$ cat config.mk
export PLATFORM = sky130hd
export DESIGN_NAME = opc6_sysbus
export DESIGN_NICKNAME = d
export VERILOG_FILES = /design/src/rtl/opc6_io_pkg.sv /design/src/rtl/opc6_timer.sv /design/src/rtl/opc6_sysbus.sv
export SDC_FILE = /design/constraint.sdc
export NUM_CORES = 1
export LEC_CHECK = 0
export BUFFER_PORTS_ARGS = -buffer_cell sky130_fd_sc_hd__buf_4
export CAP_MARGIN = 20
export CORE_AREA = 10 10 153 84
export CTS_BUF_LIST = sky130_fd_sc_hd__clkbuf_2 sky130_fd_sc_hd__clkbuf_4 sky130_fd_sc_hd__clkbuf_8
export CTS_CLUSTER_SIZE = 10
export DETAILED_ROUTE_END_ITERATION = 6
export DIE_AREA = 0 0 163 94
export GPL_ROUTABILITY_DRIVEN = 0
export HOLD_SLACK_MARGIN = 0.05
export PLACE_DENSITY = 0.55
export RECOVER_POWER = 50
export SLEW_MARGIN = 20
export SYNTH_ARGS = -nofsm -noshare
export SYNTH_HDL_FRONTEND = slang
export SYNTH_SLANG_ARGS = --single-unit
$ cat constraint.sdc
create_clock -name clk -period 2.1 [get_ports clk]
set_input_delay 0.21 -clock clk [delete_from_list [all_inputs] [get_ports clk]]
set_output_delay 0.21 -clock clk [all_outputs]
set_load 0.01 [all_outputs]
$ cat src/rtl/opc6_io_pkg.sv
// Shared constants for the opc6 system bus responder: IO map, register bit
// positions, interrupt vectors and the bus access classification.
package opc6_io_pkg;

    // IO register offsets (address[2:0])
    localparam logic [2:0] IO_COUNT   = 3'd0;
    localparam logic [2:0] IO_RELOAD  = 3'd1;
    localparam logic [2:0] IO_CTRL    = 3'd2;
    localparam logic [2:0] IO_STATUS  = 3'd3;
    localparam logic [2:0] IO_SCRATCH = 3'd4;

    // CTRL bits
    localparam int unsigned CTRL_EN    = 0;
    localparam int unsigned CTRL_IRQEN = 1;

    // STATUS bits
    localparam int unsigned STATUS_TIMER = 0;
    localparam int unsigned STATUS_EXT   = 1;

    // CPU interrupt vectors served by int_b[0] (timer) and int_b[1] (external)
    localparam logic [15:0] VEC_TIMER = 16'h0002;
    localparam logic [15:0] VEC_EXT   = 16'h0004;

    // Kind of bus cycle the CPU is presenting this clock
    typedef enum logic [1:0] {
        AccIdle,
        AccMem,
        AccIo
    } acc_e;

endpackage

$ cat src/rtl/opc6_timer.sv
// 16-bit reloading down-counter with enable and interrupt-enable bits.
// Runs on every clock regardless of the CPU clock enable.
module opc6_timer
    import opc6_io_pkg::*;
(
    input  logic        clk,
    input  logic        reset_b,
    input  logic        wr_reload,
    input  logic        wr_ctrl,
    input  logic [15:0] wdata,
    output logic [15:0] count,
    output logic [15:0] reload,
    output logic        en,
    output logic        irqen,
    output logic        expire
);

    logic [15:0] count_q;
    logic [15:0] reload_q;
    logic        en_q;
    logic        irqen_q;
    logic        en_rise;

    // Expiry happens on the edge where a running counter sits at zero
    assign expire  = en_q && (count_q == 16'd0);
    assign en_rise = wr_ctrl && !en_q && wdata[CTRL_EN];

    // Control registers and the counter itself
    always_ff @(posedge clk) begin
        if (!reset_b) begin
            count_q  <= 16'd0;
            reload_q <= 16'd0;
            en_q     <= 1'b0;
            irqen_q  <= 1'b0;
        end else begin
            if (wr_reload) begin
                reload_q <= wdata;
            end
            if (wr_ctrl) begin
                en_q    <= wdata[CTRL_EN];
                irqen_q <= wdata[CTRL_IRQEN];
            end
            // A fresh enable starts a full period; a running count keeps going
            if (en_rise) begin
                count_q <= reload_q;
            end else if (en_q) begin
                count_q <= expire ? reload_q : count_q - 16'd1;
            end
        end
    end

    assign count  = count_q;
    assign reload = reload_q;
    assign en     = en_q;
    assign irqen  = irqen_q;

endmodule

$ cat src/rtl/opc6_sysbus.sv
// Responder end of the opc6 CPU bus: SRAM cycles with wait states via clken,
// a small IO block (timer, status, scratch) and the CPU interrupt lines.
module opc6_sysbus
    import opc6_io_pkg::*;
#(
    parameter int unsigned MEM_WAIT = 1
) (
    input  logic        clk,
    input  logic        reset_b,
    input  logic [15:0] address,
    input  logic [15:0] dout,
    input  logic        rnw,
    input  logic        vpa,
    input  logic        vda,
    input  logic        vio,
    output logic [15:0] din,
    output logic        clken,
    output logic [1:0]  int_b,
    output logic [15:0] mem_addr,
    output logic [15:0] mem_wdata,
    output logic        mem_we,
    input  logic [15:0] mem_rdata,
    input  logic        ext_irq
);

    localparam logic [2:0] WaitLast = 3'(MEM_WAIT);

    acc_e        acc;
    logic [2:0]  wcnt_q;
    logic [2:0]  offset;
    logic        io_wr;
    logic [15:0] scratch_q;
    logic [1:0]  status_q;
    logic [1:0]  status_set;
    logic [1:0]  status_clr;
    logic [2:0]  sync_q;      // [1:0] synchronizer, [2] edge-detect history
    logic [15:0] t_count;
    logic [15:0] t_reload;
    logic        t_en;
    logic        t_irqen;
    logic        t_expire;
    logic [15:0] io_rdata;
    logic        unused_addr;

    assign offset      = address[2:0];
    assign unused_addr = ^address[15:3];

    // Classify the current bus cycle; memory strobes take precedence
    always_comb begin
        if (vpa | vda) begin
            acc = AccMem;
        end else if (vio) begin
            acc = AccIo;
        end else begin
            acc = AccIdle;
        end
    end

    // Hold the CPU until the SRAM data has had MEM_WAIT clocks to settle
    assign clken     = !reset_b || (acc != AccMem) || (wcnt_q == WaitLast);
    assign mem_addr  = address;
    assign mem_wdata = dout;
    assign mem_we    = reset_b && vda && !rnw && clken;
    assign io_wr     = reset_b && (acc == AccIo) && !rnw;

    // Wait-state counter restarts on every edge the CPU advances
    always_ff @(posedge clk) begin
        if (!reset_b || clken) begin
            wcnt_q <= 3'd0;
        end else begin
            wcnt_q <= wcnt_q + 3'd1;
        end
    end

    opc6_timer u_timer (
        .clk       (clk),
        .reset_b   (reset_b),
        .wr_reload (io_wr && (offset == IO_RELOAD)),
        .wr_ctrl   (io_wr && (offset == IO_CTRL)),
        .wdata     (dout),
        .count     (t_count),
        .reload    (t_reload),
        .en        (t_en),
        .irqen     (t_irqen),
        .expire    (t_expire)
    );

    // Interrupt sources and the W1C mask for STATUS
    always_comb begin
        status_set               = 2'b00;
        status_set[STATUS_TIMER] = t_expire;
        status_set[STATUS_EXT]   = sync_q[1] && !sync_q[2];
        status_clr = (io_wr && (offset == IO_STATUS)) ? dout[1:0] : 2'b00;
    end

    // STATUS, SCRATCH and the external interrupt synchronizer; set beats clear
    always_ff @(posedge clk) begin
        if (!reset_b) begin
            status_q  <= 2'b00;
            scratch_q <= 16'h0000;
            sync_q    <= 3'b000;
        end else begin
            status_q <= (status_q & ~status_clr) | status_set;
            sync_q   <= {sync_q[1:0], ext_irq};
            if (io_wr && (offset == IO_SCRATCH)) begin
                scratch_q <= dout;
            end
        end
    end

    // IO read mux straight from the live register values
    always_comb begin
        io_rdata = 16'h0000;
        case (offset)
            IO_COUNT:   io_rdata = t_count;
            IO_RELOAD:  io_rdata = t_reload;
            IO_CTRL:    io_rdata = {14'd0, t_irqen, t_en};
            IO_STATUS:  io_rdata = {14'd0, status_q};
            IO_SCRATCH: io_rdata = scratch_q;
            default:    io_rdata = 16'h0000;
        endcase
    end

    // Return data only for read cycles; writes and idle cycles drive zero
    always_comb begin
        din = 16'h0000;
        if (reset_b && rnw) begin
            if (acc == AccMem) begin
                din = mem_rdata;
            end else if (acc == AccIo) begin
                din = io_rdata;
            end
        end
    end

    // Active-low interrupt lines, held until software clears STATUS
    always_comb begin
        int_b = 2'b11;
        if (reset_b) begin
            int_b[0] = !(status_q[STATUS_TIMER] && t_irqen);
            int_b[1] = !status_q[STATUS_EXT];
        end
    end

endmodule
# After elaboration in Yosys (flattened, before gate mapping)
# Index checks and enable logic that the tools add are counted.
op_classes:
  n_bitwise: 4
  muxes: 11
  reduce_logical: 27
  add_sub_neg: 2
  eq_ne: 8
op_table:
  columns: ["op", "count"]
  rows:
  - ["2-to-1 mux 16 bit", 6]
  - ["one-hot mux 16 bit (5 select lines)", 1]
  - ["zero test 16 bit", 1]
  - ["subtractor 16 x 1 -> 16 bit (second input constant)", 1]
  - ["logical AND 1 bit", 15]
  - ["2-to-1 mux 2 bit", 4]
  - ["== test 3 x 1 -> 1 bit (second input constant)", 2]
  - ["== test 3 x 2 -> 1 bit (second input constant)", 2]
  - ["zero test 1 bit", 6]
  - ["adder 3 x 1 -> 3 bit (second input constant)", 1]
  - ["== test 3 bit (second input constant)", 1]
  - ["zero test 3 bit", 1]
  - ["logical OR 1 bit", 3]
  - ["AND 2 bit", 1]
  - ["== test 2 x 1 -> 1 bit (second input constant)", 1]
  - ["== test 2 bit (second input constant)", 1]
  - ["!= test 2 x 1 -> 1 bit (second input constant)", 1]
  - ["NOT 2 bit", 1]
  - ["OR 2 bit", 1]
  - ["nonzero test 2 bit", 1]
  - ["OR 1 bit", 1]
word_totals:
  reg_bits: 58
  output_inout_bits: 52
  in_bits: 55
  elab_cells: 60

# Longest topological paths before layout
# Gate-level depths: netlist (run 1).
depth:
  depth_word: 10
  ltp_mapped: 9
  ltp_nobuf: 7

# By module
# A second synthesis (run 1) with hierarchy kept.
unflattened:
  hier_cells: 431
  hier_area_um2: 3547.2
by_module_without_submodules:
  columns: ["module", "seq_area_each_um2", "area_per_inst_um2", "n_inst", "cells_each"]
  rows:
  - ["opc6_sysbus", 480.5, 1780.5, 1, 231]
  - ["opc6_timer", 680.7, 1766.7, 1, 200]

# Least setup slack after synthesis (run 1)
# OpenSTA, ideal clock, no wires.
synth_timing:
  kind: "register to register"
  start: "register u_timer.count_q[0] (netlist: u_timer.count[0])"
  end: "register u_timer.count_q[7] (netlist: u_timer.count[7])"
  required_time_ns: 1.964
  synth_period_minus_slack_ns: 1.907
  arrival_time_ns: 1.771
  setup_slack_ns: 0.193
  stages_incl_launch_ff: 10
  path_buffers: 2
  setup_ns: 0.136
  cell_sequence: "dfxtp_1 inv_1 ha_1 nor3b_1 and4_1 buf_6 a21boi_4 buf_6 mux2i_1 o32ai_1"
synth_via:
  elab_chain_cells: 5
  word_cells_on_any_way: 6
synth_lines:
  columns: ["element", "line", "rtl"]
  rows:
  - ["from (decl)", "opc6_timer.sv:18", "logic [15:0] count_q;"]
  - ["from (signal assigned)", "opc6_timer.sv:45", "count_q <= reload_q;"]
  - ["from (signal assigned)", "opc6_timer.sv:47", "count_q <= expire ? reload_q : count_q - 16'd1;"]
  - ["branches (longest 2 deep; another with subtractor 16 x 1 -> 16 bit)", null, null]
  - ["2-to-1 mux 16 bit (*)", "opc6_timer.sv:47", null]
  - ["2-to-1 mux 16 bit (*)", "opc6_timer.sv:46", "end else if (en_q) begin"]
  - ["2-to-1 mux 16 bit (*)", "opc6_timer.sv:44", "if (en_rise) begin"]
# Every way passes the cells marked *. The select of a mux whose other input is x is not followed.
# A chain may end at the register's enable or synchronous reset.

# Worst setup path after layout (run 1)
layout_timing:
  start: "register u_timer.count_q[0] (netlist: u_timer.count[0])"
  end: "register u_timer.count_q[2] (netlist: u_timer.count[2])"
# Same word-level chain as after synthesis.

==> impl_metrics.toml, run 1 <==
[power]
power_leakage_uw = 0.00190
peakVddDrop_mv = 0.232
power.density_nw_per_um2 = 581

[synth]
synth_area_um2 = 3530
synth_fp_nets = 500
ys_warn_count = 0
ys_seq_area_frac = 0.329
async_flop_share = 0
synth.distinct_cells = 57
ys.flop_type = "dfxtp_1"
synthCells = 442
syn-mean-instance-area_um2 = 7.98
synth-edff-count = 0
synth-seq-cells = 58

[worst_hold_path]
whs_endpoint = "sync_q[0]$_SDFF_PN0_"
worstHoldStart = "ext_irq"
whs_path_depth = 2
hold_class = "primary input to flip-flop"

[worst_setup_path]
critical_path.endpoint_type = "flip-flop"
r2r.worst_path.cells = 9
reg2reg_setup_slack_ps = 180
start_kind = "flip-flop"
worst-setup-path-type = "flip-flop to flip-flop"
crit_required_ps = 2320
cp_max_fo = 13
rr_endpoint = "u_timer.count[2]$_SDFFE_PN0P_"
r2r-start = "u_timer.count[0]$_SDFFE_PN0P_"
cp.arrival_ps = 2140

[route]
drc = 0
drt_iter0_drc = 213
antenna_left = 0
viasPerCell = 5.16
wl_per_cell_um = 16.7
drt-total-wl_um = 10800
dr.pass1.iters = 4
vias = 3346

[global_routing]
grt_use_total = 0.141
grt_pass1_wl_um = 17500
grt_max_degree = 41
grt_pass1_vias = 3371
antenna_found_initial = 0
overflow = 0

[place]
place_inst = 630
pre_cts_slack_ps = 83.8
io_buffers = 80
dp_hpwl_um = 8240

[timing]
period_needed_ps = 1920
setup_ws_ps = 176
period_share = 0.916
hold_violations = 0
fin_worst_skew_ps = 8.04
setup_viol = 0
rsz0062_at_grt = "no"
slew_headroom = 0.419
slew_viol_final = 0
max_slew.worst_pin.slew_ps = 871
finalSetupTns_ps = 0
clock.fmax_ghz = 0.520

[floorplanning]
die_area_um2 = 15300
std_cell_rows = 26
initial_utilization = 0.350
ios = 107
die-width_um = 163
core_um2 = 10100
fp.dieH_um = 94

[clock_network]
clk_pin_slew_worst_paths_ps = 60
cts-root-buf = "clkbuf_8"
cts.sinks = 58
h-tree-depth = 3
cts_tree = "built"
clock_path_buffers = 2
clock_latency_ps = 340
cts_buffers = 9

[flow_run]
drv_cap = 0

[final_layout]
utilization = 0.426
drive_above_1_share = 0.238
diodes = 0
layout_common_cells = "buf_4 (90), nand2_1 (67), dfxtp_1 (58)"
fin_cells = 648
final_common_cell = "buf_4"
final_nets = 561
syn_to_final_growth_pct = 21.9

[status]
run_status = "finished, final reports clean"
critical path, stage by stage, from the launching register on:
cell and delay [ps]:
dfxtp_1 310, inv_1 90, ha_1 210, nor3b_2 280
and4_1 300, a21boi_4 80, buf_12 160, buf_4 140
a32oi_1 140, o211ai_1 100
cell type report:
class	instances	area (µm²)
clock buffer	12	159
clock inverter	4	50.0
fill	1068	5780
inverter	12	45.0
multi-input combinational	311	1940
sequential	58	1160
tap	140	175
timing repair buffer	111	772
logic make-up after synthesis:
kind of cell               after synthesis  synth area share
AOI/OAI and AO/OA                       95             0.174
xor gates and xnor gates                 1           0.00248
adders and majority gates                3            0.0106
buffers and inverters                   73             0.120
DFF                                     58             0.329
muxes                                   41             0.121
and+or+nand+nor                        171             0.243
Yosys cell counts, types with 3 or more instances:
library cell | n | area [µm²]
nand2b_1 | 3 | 18.8
nor2_1 | 45 | 169
inv_1 | 12 | 45.0
mux2i_1 | 38 | 380
nand4_1 | 8 | 50.1
buf_2 | 11 | 55.1
o21ai_0 | 20 | 100
nor3b_1 | 4 | 30.0
dfxtp_1 | 58 | 1160
clkbuf_1 | 16 | 60.1
a21oi_1 | 31 | 155
a22oi_1 | 16 | 120
a31oi_1 | 3 | 18.8
nand2_1 | 67 | 251
and2_1 | 3 | 18.8
ha_1 | 3 | 37.5
nor3_1 | 7 | 35.0
nand3_1 | 9 | 45.0
nor2b_1 | 3 | 18.8
o22ai_1 | 10 | 62.6
buf_4 | 32 | 240
power by group:
part           leakage (µW)  internal (µW)  total, µW  switching (µW)
registers          0.000468           1110       1120            6.07
clock network      0.000102            624       1080             454
logic               0.00133            137        305             168
repair_timing:
| item | 4_1_cts | 5_1_grt |
|---|---|---|
| hold buffers | 0 | 0 |
| buffers inserted | 0 | 2 |
| gates resized for setup | 0 | 1 |
| setup endpoints to repair | 0 | 11 |
registers in the layout, indices dropped and copies added, names as in the netlist:
register / cells
u_timer.reload: 16
u_timer.count: 16
wcnt_q: 3
u_timer.irqen: 1
sync_q: 3
u_timer.en: 1
status_q: 2
scratch_q: 16
layer usage:
layer | vias up | share of wire | GRT usage
met1 | 1577 | 0.48 | 0.180
met3 | 18 | 0.066 | 0.0429
met5 | - | 0 | 0
met2 | 102 | 0.44 | 0.218
met4 | 0 | 0.016 | 0.0545
li1 | 1649 | - | -
per-stage QoR:
| step | power (µW) | hold WS (ps) | area, µm² |
|---|---|---|---|
| 3_3_place_gp | 1470 | 410 | 4160 |
| 6_report | 2500 | 79.8 | 4300 |
| 2_1_floorplan | 1340 | 331 | 3530 |
| 4_1_cts | 2540 | 65.1 | 4370 |
| 3_5_place_dp | 1470 | 409 | 4160 |
| 5_1_grt | 2600 | 80.2 | 4300 |
worst max-delay path by stage:
stage | startpoint | to | slack [ps] | cells after the start
2_1_floorplan | u_timer.count[0]$_SDFFE_PN0P_ | u_timer.count[7]$_SDFFE_PN0P_ | 190 | 9
3_3_place_gp | u_timer.count[0]$_SDFFE_PN0P_ | u_timer.count[7]$_SDFFE_PN0P_ | 160 | 7
3_5_place_dp | u_timer.count[0]$_SDFFE_PN0P_ | u_timer.count[8]$_SDFFE_PN0P_ | 80 | 7
4_1_cts | u_timer.count[0]$_SDFFE_PN0P_ | u_timer.count[8]$_SDFFE_PN0P_ | 80 | 7
5_1_grt | u_timer.count[0]$_SDFFE_PN0P_ | u_timer.count[2]$_SDFFE_PN0P_ | 70 | 9
6_report | u_timer.count[0]$_SDFFE_PN0P_ | u_timer.count[2]$_SDFFE_PN0P_ | 180 | 9
No activity file was read; power rests on OpenSTA's default activity.
==> run 2, diff against run 1 <==
--- a/config.mk
+++ b/config.mk
@@ -7,14 +7,14 @@
 export LEC_CHECK = 0
 export BUFFER_PORTS_ARGS = -buffer_cell sky130_fd_sc_hd__buf_4
 export CAP_MARGIN = 20
-export CORE_AREA = 10 10 153 84
+export CORE_AREA = 10 10 82 155
 export CTS_BUF_LIST = sky130_fd_sc_hd__clkbuf_2 sky130_fd_sc_hd__clkbuf_4 sky130_fd_sc_hd__clkbuf_8
 export CTS_CLUSTER_SIZE = 10
 export DETAILED_ROUTE_END_ITERATION = 6
-export DIE_AREA = 0 0 163 94
+export DIE_AREA = 0 0 92 165
 export GPL_ROUTABILITY_DRIVEN = 0
 export HOLD_SLACK_MARGIN = 0.05
-export PLACE_DENSITY = 0.55
+export PLACE_DENSITY = 0.54
 export RECOVER_POWER = 50
 export SLEW_MARGIN = 20
 export SYNTH_ARGS = -nofsm -noshare
==> run 2 against run 1 <==
  * Setup slack got worse by 95 ps
  * Clock power is 5% lower
  * Clock skew is essentially flat
  * Fmax is 4.7% lower
  * Design area fell by 0.55%
  * Sequential share of layout area rose by 0.15 points
  * Count of clock-buffer cells in the layout down 1
  * Non-clock buffer count down 1
  * Die area decreased by 0.93%
  * Cell count is 1.1% lower
  * Sequential cell count unchanged
==> impl_metrics.toml, run 2 (synthesized netlist as in run 1, its figures left out) <==
[status]
run_status = "finished, final reports clean"

[worst_setup_path]
r2r.worst_path.cells = 7
critical_path.endpoint_type = "flip-flop"
worst-setup-path-type = "flip-flop to flip-flop"
cp_slowest_stage_delay_ps = 450
cpMaxStageDelayCell = "a21boi_2"
cp_top_family = "compound AO/OA/AOI/OAI gates"
rr_endpoint = "u_timer.count[9]$_SDFFE_PN0P_"
reg2reg_setup_slack_ps = 80
path_buf_inv = 1
crit_required_ps = 2320
r2r-start = "u_timer.count[0]$_SDFFE_PN0P_"
cp.arrival_ps = 2240
start_kind = "flip-flop"
path_cells = "inv_1 > ha_1 > nor3b_2 > and4_2 > a21boi_2 > mux2i_1 > o22ai_1"
cp_max_fo = 7

[global_routing]
grt_use_total = 0.156
overflow = 0
antenna_found_initial = 0
grt_max_degree = 27
grt_pass1_wl_um = 18800
grt_pass1_vias = 3564

[flow_run]
drv_cap = 0

[clock_network]
cts_tree = "built"
clock_latency_ps = 340
clock_path_buffers = 2
cts_buffers = 9
cts-root-buf = "clkbuf_8"
cts.sinks = 58
clk_pin_slew_worst_paths_ps = 60
h-tree-depth = 3

[final_layout]
syn_to_final_growth_pct = 21.2
final_nets = 561
drive_above_1_share = 0.237
layout_common_cells = "buf_4 (89), nand2_1 (67), dfxtp_1 (58)"
final_common_cell = "buf_4"
nFillCells = 1120
fin_cells = 641
diodes = 0

[place]
io_buffers = 80
dp_hpwl_um = 9200
place_inst = 625

[route]
wl_per_cell_um = 18.8
drt_iter0_drc = 241
viasPerCell = 5.41
dr.pass1.iters = 7
antenna_left = 0
vias = 3466
drc = 0
drt-total-wl_um = 12000

[floorplanning]
std_cell_rows = 52
fp.dieH_um = 165
core_um2 = 10100
ios = 107
die-width_um = 92
die_area_um2 = 15200
initial_utilization = 0.348

[power]
power_uw = 2460
power.density_nw_per_um2 = 575
peakVddDrop_mv = 0.290
power_leakage_uw = 0.00189

[timing]
finalSetupTns_ps = 0
hold_violations = 0
rsz0062_at_grt = "no"
setup_viol = 0
period_needed_ps = 2020
clock.fmax_ghz = 0.495
period_share = 0.962
fin_worst_skew_ps = 8.40
slew_headroom = 0.504
max_slew.worst_pin.slew_ps = 745
slew_viol_final = 0

[worst_hold_path]
hold_class = "primary input to flip-flop"
whs_path_depth = 2
whs_endpoint = "sync_q[0]$_SDFF_PN0_"
worstHoldStart = "ext_irq"
==> run 2: power by group <==
part / total, µW / internal, µW / switching (µW)
Sequential: 1120 / 1110 / 7.39
Clock: 1030 / 595 / 437
Combinational: 310 / 139 / 171
==> run 2: timing repair <==
| action | in CTS | in global routing |
|---|---|---|
| setup endpoints to repair | 0 | 9 |
| gates resized for setup | 0 | 2 |
| hold buffers | 0 | 0 |
| buffers inserted | 0 | 1 |
==> run 2: layer usage <==
layer / global-route usage / share of wire / wire length (µm) / up-vias
met4: 0.0783 / 0.040 / 484 / 0
met2: 0.293 / 0.53 / 6410 / 127
met5: 0 / 0 / 0 / -
met1: 0.156 / 0.37 / 4490 / 1660
li1: - / - / - / 1644
met3: 0.0359 / 0.053 / 636 / 35
==> run 2: stage by stage <==
step	util	instance area, µm²	hold slack, ps	setup WS [ps]
global placement	0.409	4150	418	128
CTS	0.428	4340	58.8	54.5
detailed placement	0.409	4150	416	57.1
finish	0.421	4280	76.3	80.2
floorplan	-	3530	331	193
global route	0.421	4280	81.0	2.28
==> run 2: layout make-up <==
cell class,count,area (µm²),area share
clock buffers,11,151,0.0354
clock inverters,3,40.0,0.00936
inverters,12,45.0,0.0105
multi-input cells,312,1950,0.455
flip-flops and latches,58,1160,0.272
well taps,135,169,0.0395
repair buffers,110,763,0.178
==> run 2: how the worst max path moves through the flow <==
stage / cells past startpoint / end / startpoint / slack (ps)
floorplan: 9 / u_timer.count[7]$_SDFFE_PN0P_ / u_timer.count[0]$_SDFFE_PN0P_ / 190
global placement: 7 / u_timer.count[7]$_SDFFE_PN0P_ / u_timer.count[0]$_SDFFE_PN0P_ / 130
detailed placement: 7 / u_timer.count[8]$_SDFFE_PN0P_ / u_timer.count[0]$_SDFFE_PN0P_ / 60
CTS: 7 / u_timer.count[8]$_SDFFE_PN0P_ / u_timer.count[0]$_SDFFE_PN0P_ / 50
global route: 7 / u_timer.count[7]$_SDFFE_PN0P_ / u_timer.count[1]$_SDFFE_PN0P_ / 2
finish: 7 / u_timer.count[9]$_SDFFE_PN0P_ / u_timer.count[0]$_SDFFE_PN0P_ / 80
==> run 3, diff against run 2 <==
--- a/config.mk
+++ b/config.mk
@@ -7,14 +7,14 @@
 export LEC_CHECK = 0
 export BUFFER_PORTS_ARGS = -buffer_cell sky130_fd_sc_hd__buf_4
 export CAP_MARGIN = 20
-export CORE_AREA = 10 10 82 155
+export CORE_AREA = 2 2 80 159
 export CTS_BUF_LIST = sky130_fd_sc_hd__clkbuf_2 sky130_fd_sc_hd__clkbuf_4 sky130_fd_sc_hd__clkbuf_8
 export CTS_CLUSTER_SIZE = 10
 export DETAILED_ROUTE_END_ITERATION = 6
-export DIE_AREA = 0 0 92 165
+export DIE_AREA = 0 0 82 161
 export GPL_ROUTABILITY_DRIVEN = 0
 export HOLD_SLACK_MARGIN = 0.05
-export PLACE_DENSITY = 0.54
+export PLACE_DENSITY = 0.48
 export RECOVER_POWER = 50
 export SLEW_MARGIN = 20
 export SYNTH_ARGS = -nofsm -noshare
==> run 3 against run 2 <==
  * Design area up 1.8%
  * First-iteration DRC count down 11%
  * Register-to-register slack better by 90 ps
  * Via count down 4.9%
  * Core utilization down 5.8 points
  * Highest routed layer unchanged
  * Sequential power about the same
  * Largest cell class unchanged
  * Die area down 13%
  * Clock skew down 2.7 ps
  * Non-clock buffer count up 3
  * Combinational power about the same
  * Sequential cell count unchanged
==> impl_metrics.toml, run 3 (synthesized netlist as in run 1, its figures left out) <==
[status]
run_status = "finished, final reports clean"

[final_layout]
syn_to_final_growth_pct = 23.4
nFillCells = 1304
fin_cells = 657
drive_above_1_share = 0.243
layout_common_cells = "buf_4 (87), nand2_1 (67), dfxtp_1 (58)"
diodes = 0
utilization = 0.363
final_area_um2 = 4350
final_common_cell = "buf_4"
final_nets = 563

[clock_network]
clock_latency_ps = 350
h-tree-depth = 3
cts_tree = "built"
clock_path_buffers = 2
cts.sinks = 58
cts-root-buf = "clkbuf_8"
cts_buffers = 9
clk_pin_slew_worst_paths_ps = 70

[floorplanning]
initial_utilization = 0.294
die-width_um = 82
ios = 107
std_cell_rows = 57
core_um2 = 12000
fp.dieH_um = 161
die_area_um2 = 13200

[worst_setup_path]
cp_max_fo = 12
r2r-start = "u_timer.count[0]$_SDFFE_PN0P_"
rr_endpoint = "u_timer.count[2]$_SDFFE_PN0P_"
cp_slowest_stage_delay_ps = 720
crit_required_ps = 2330
start_kind = "primary input"
reg2reg_setup_slack_ps = 170
crit_end = "u_timer.count[2]$_SDFFE_PN0P_"
cpMaxStageDelayCell = "nor4bb_1"
worst-setup-path-type = "primary input to flip-flop"
cp.arrival_ps = 2200
path_common_cell = "buf_12"
critical_path.endpoint_type = "flip-flop"
r2r.worst_path.cells = 9
path_cells = "buf_4 > nor4bb_1 > nand4b_2 > a21boi_4 > buf_12 > buf_12 > a32oi_1 > o211ai_1"
startpoint = "address[1]"

[route]
wl_met2_um = 5350
top_layer = "met4"
viasPerCell = 5.02
drt_iter0_drc = 215
wl_met1_um = 4740
wl_per_cell_um = 16.4
vias = 3296
drc = 0
drt-total-wl_um = 10800
antenna_left = 0
dr.pass1.iters = 4
wl_met3_um = 565

[timing]
hold_violations = 0
setup_viol = 0
period_share = 0.939
holdWs_ps = 112
max_slew.worst_pin.slew_ps = 780
clock.fmax_ghz = 0.507
period_needed_ps = 1970
fin_worst_skew_ps = 5.66
slew_viol_final = 0
finalSetupTns_ps = 0
slew_headroom = 0.473

[global_routing]
grt_pass1_vias = 3081
grt_pass1_wl_um = 16700
overflow = 0
grt_max_degree = 24
grt_use_total = 0.166
antenna_found_initial = 0

[flow_run]
drv_cap = 0

[power]
power.density_nw_per_um2 = 598
peakVddDrop_mv = 0.261
power_leakage_uw = 0.00192

[place]
io_buffers = 80
dp_hpwl_um = 8130
postPlaceCellArea_um2 = 4170
place_inst = 638

[worst_hold_path]
hold_class = "primary input to flip-flop"
[run 3: cell count changes in the layout (fill, tap and decap cells not counted), moves of 2 or more]
cell,change
buf_4,-2
buf_12,+2
clkbuf_2,+2
clkbuf_4,+2
[run 3: power by group]
part           internal (µW)  total (µW)  switching [µW]
clock network            709        1180             467
registers               1110        1120            6.23
logic                    142         310             168
total                   1960        2600             641
[run 3: through the flow]
step | total power (µW) | worst slack, ps
3_5_place_dp | 1470 | 61.9
4_1_cts | 2650 | 58.1
2_1_floorplan | 1340 | 193
5_1_grt | 2700 | -22.4
6_report | 2600 | 128
3_3_place_gp | 1470 | 119
[run 3: critical path: cells and delay by family]
family                 cells  cell delay (ps)
AND/OR/NAND/NOR            2             1050
buffers and inverters      3              470
AO/OA/AOI/OAI              3              470
[run 3: how the worst min path moves through the flow]
stage | end | from | depth (start not counted) | slack (ps)
6_report | scratch_q[7]$_SDFFE_PN0P_ | dout[7] | 3 | 110
5_1_grt | u_timer.reload[7]$_SDFFE_PN0P_ | dout[7] | 3 | 120
4_1_cts | scratch_q[7]$_SDFFE_PN0P_ | dout[7] | 3 | 100
3_5_place_dp | status_q[1]$_SDFF_PN0_ | sync_q[2]$_SDFF_PN0_ | 1 | 410
3_3_place_gp | status_q[1]$_SDFF_PN0_ | sync_q[2]$_SDFF_PN0_ | 1 | 400
2_1_floorplan | u_timer.en$_SDFFE_PN0N_ | dout[0] | 2 | 330
[run 3: area by class of cell]
cell class | count | area, µm² | share of cell area
multi-input cells | 311 | 1930 | 0.443
repair buffers | 113 | 812 | 0.186
clock buffers | 11 | 145 | 0.0333
flip-flops and latches | 58 | 1160 | 0.267
well taps | 147 | 184 | 0.0422
inverters | 12 | 45.0 | 0.0103
clock inverters | 5 | 77.6 | 0.0178
[run 3: layer usage]
metal  GRT usage  vias to the layer above
li1            -                     1646
met1       0.215                     1539
met2       0.274                      101
met3      0.0285                       10
met4      0.0523                        0
met5           0                        -
[run 3: repair_timing]
action / 4_1_cts / 5_1_grt
hold buffers: 1 / 0
setup endpoints to repair: 0 / 15
setup buffers: 0 / 2
endpoints found under the hold margin: 1 / 0
gates resized for setup: 0 / 2
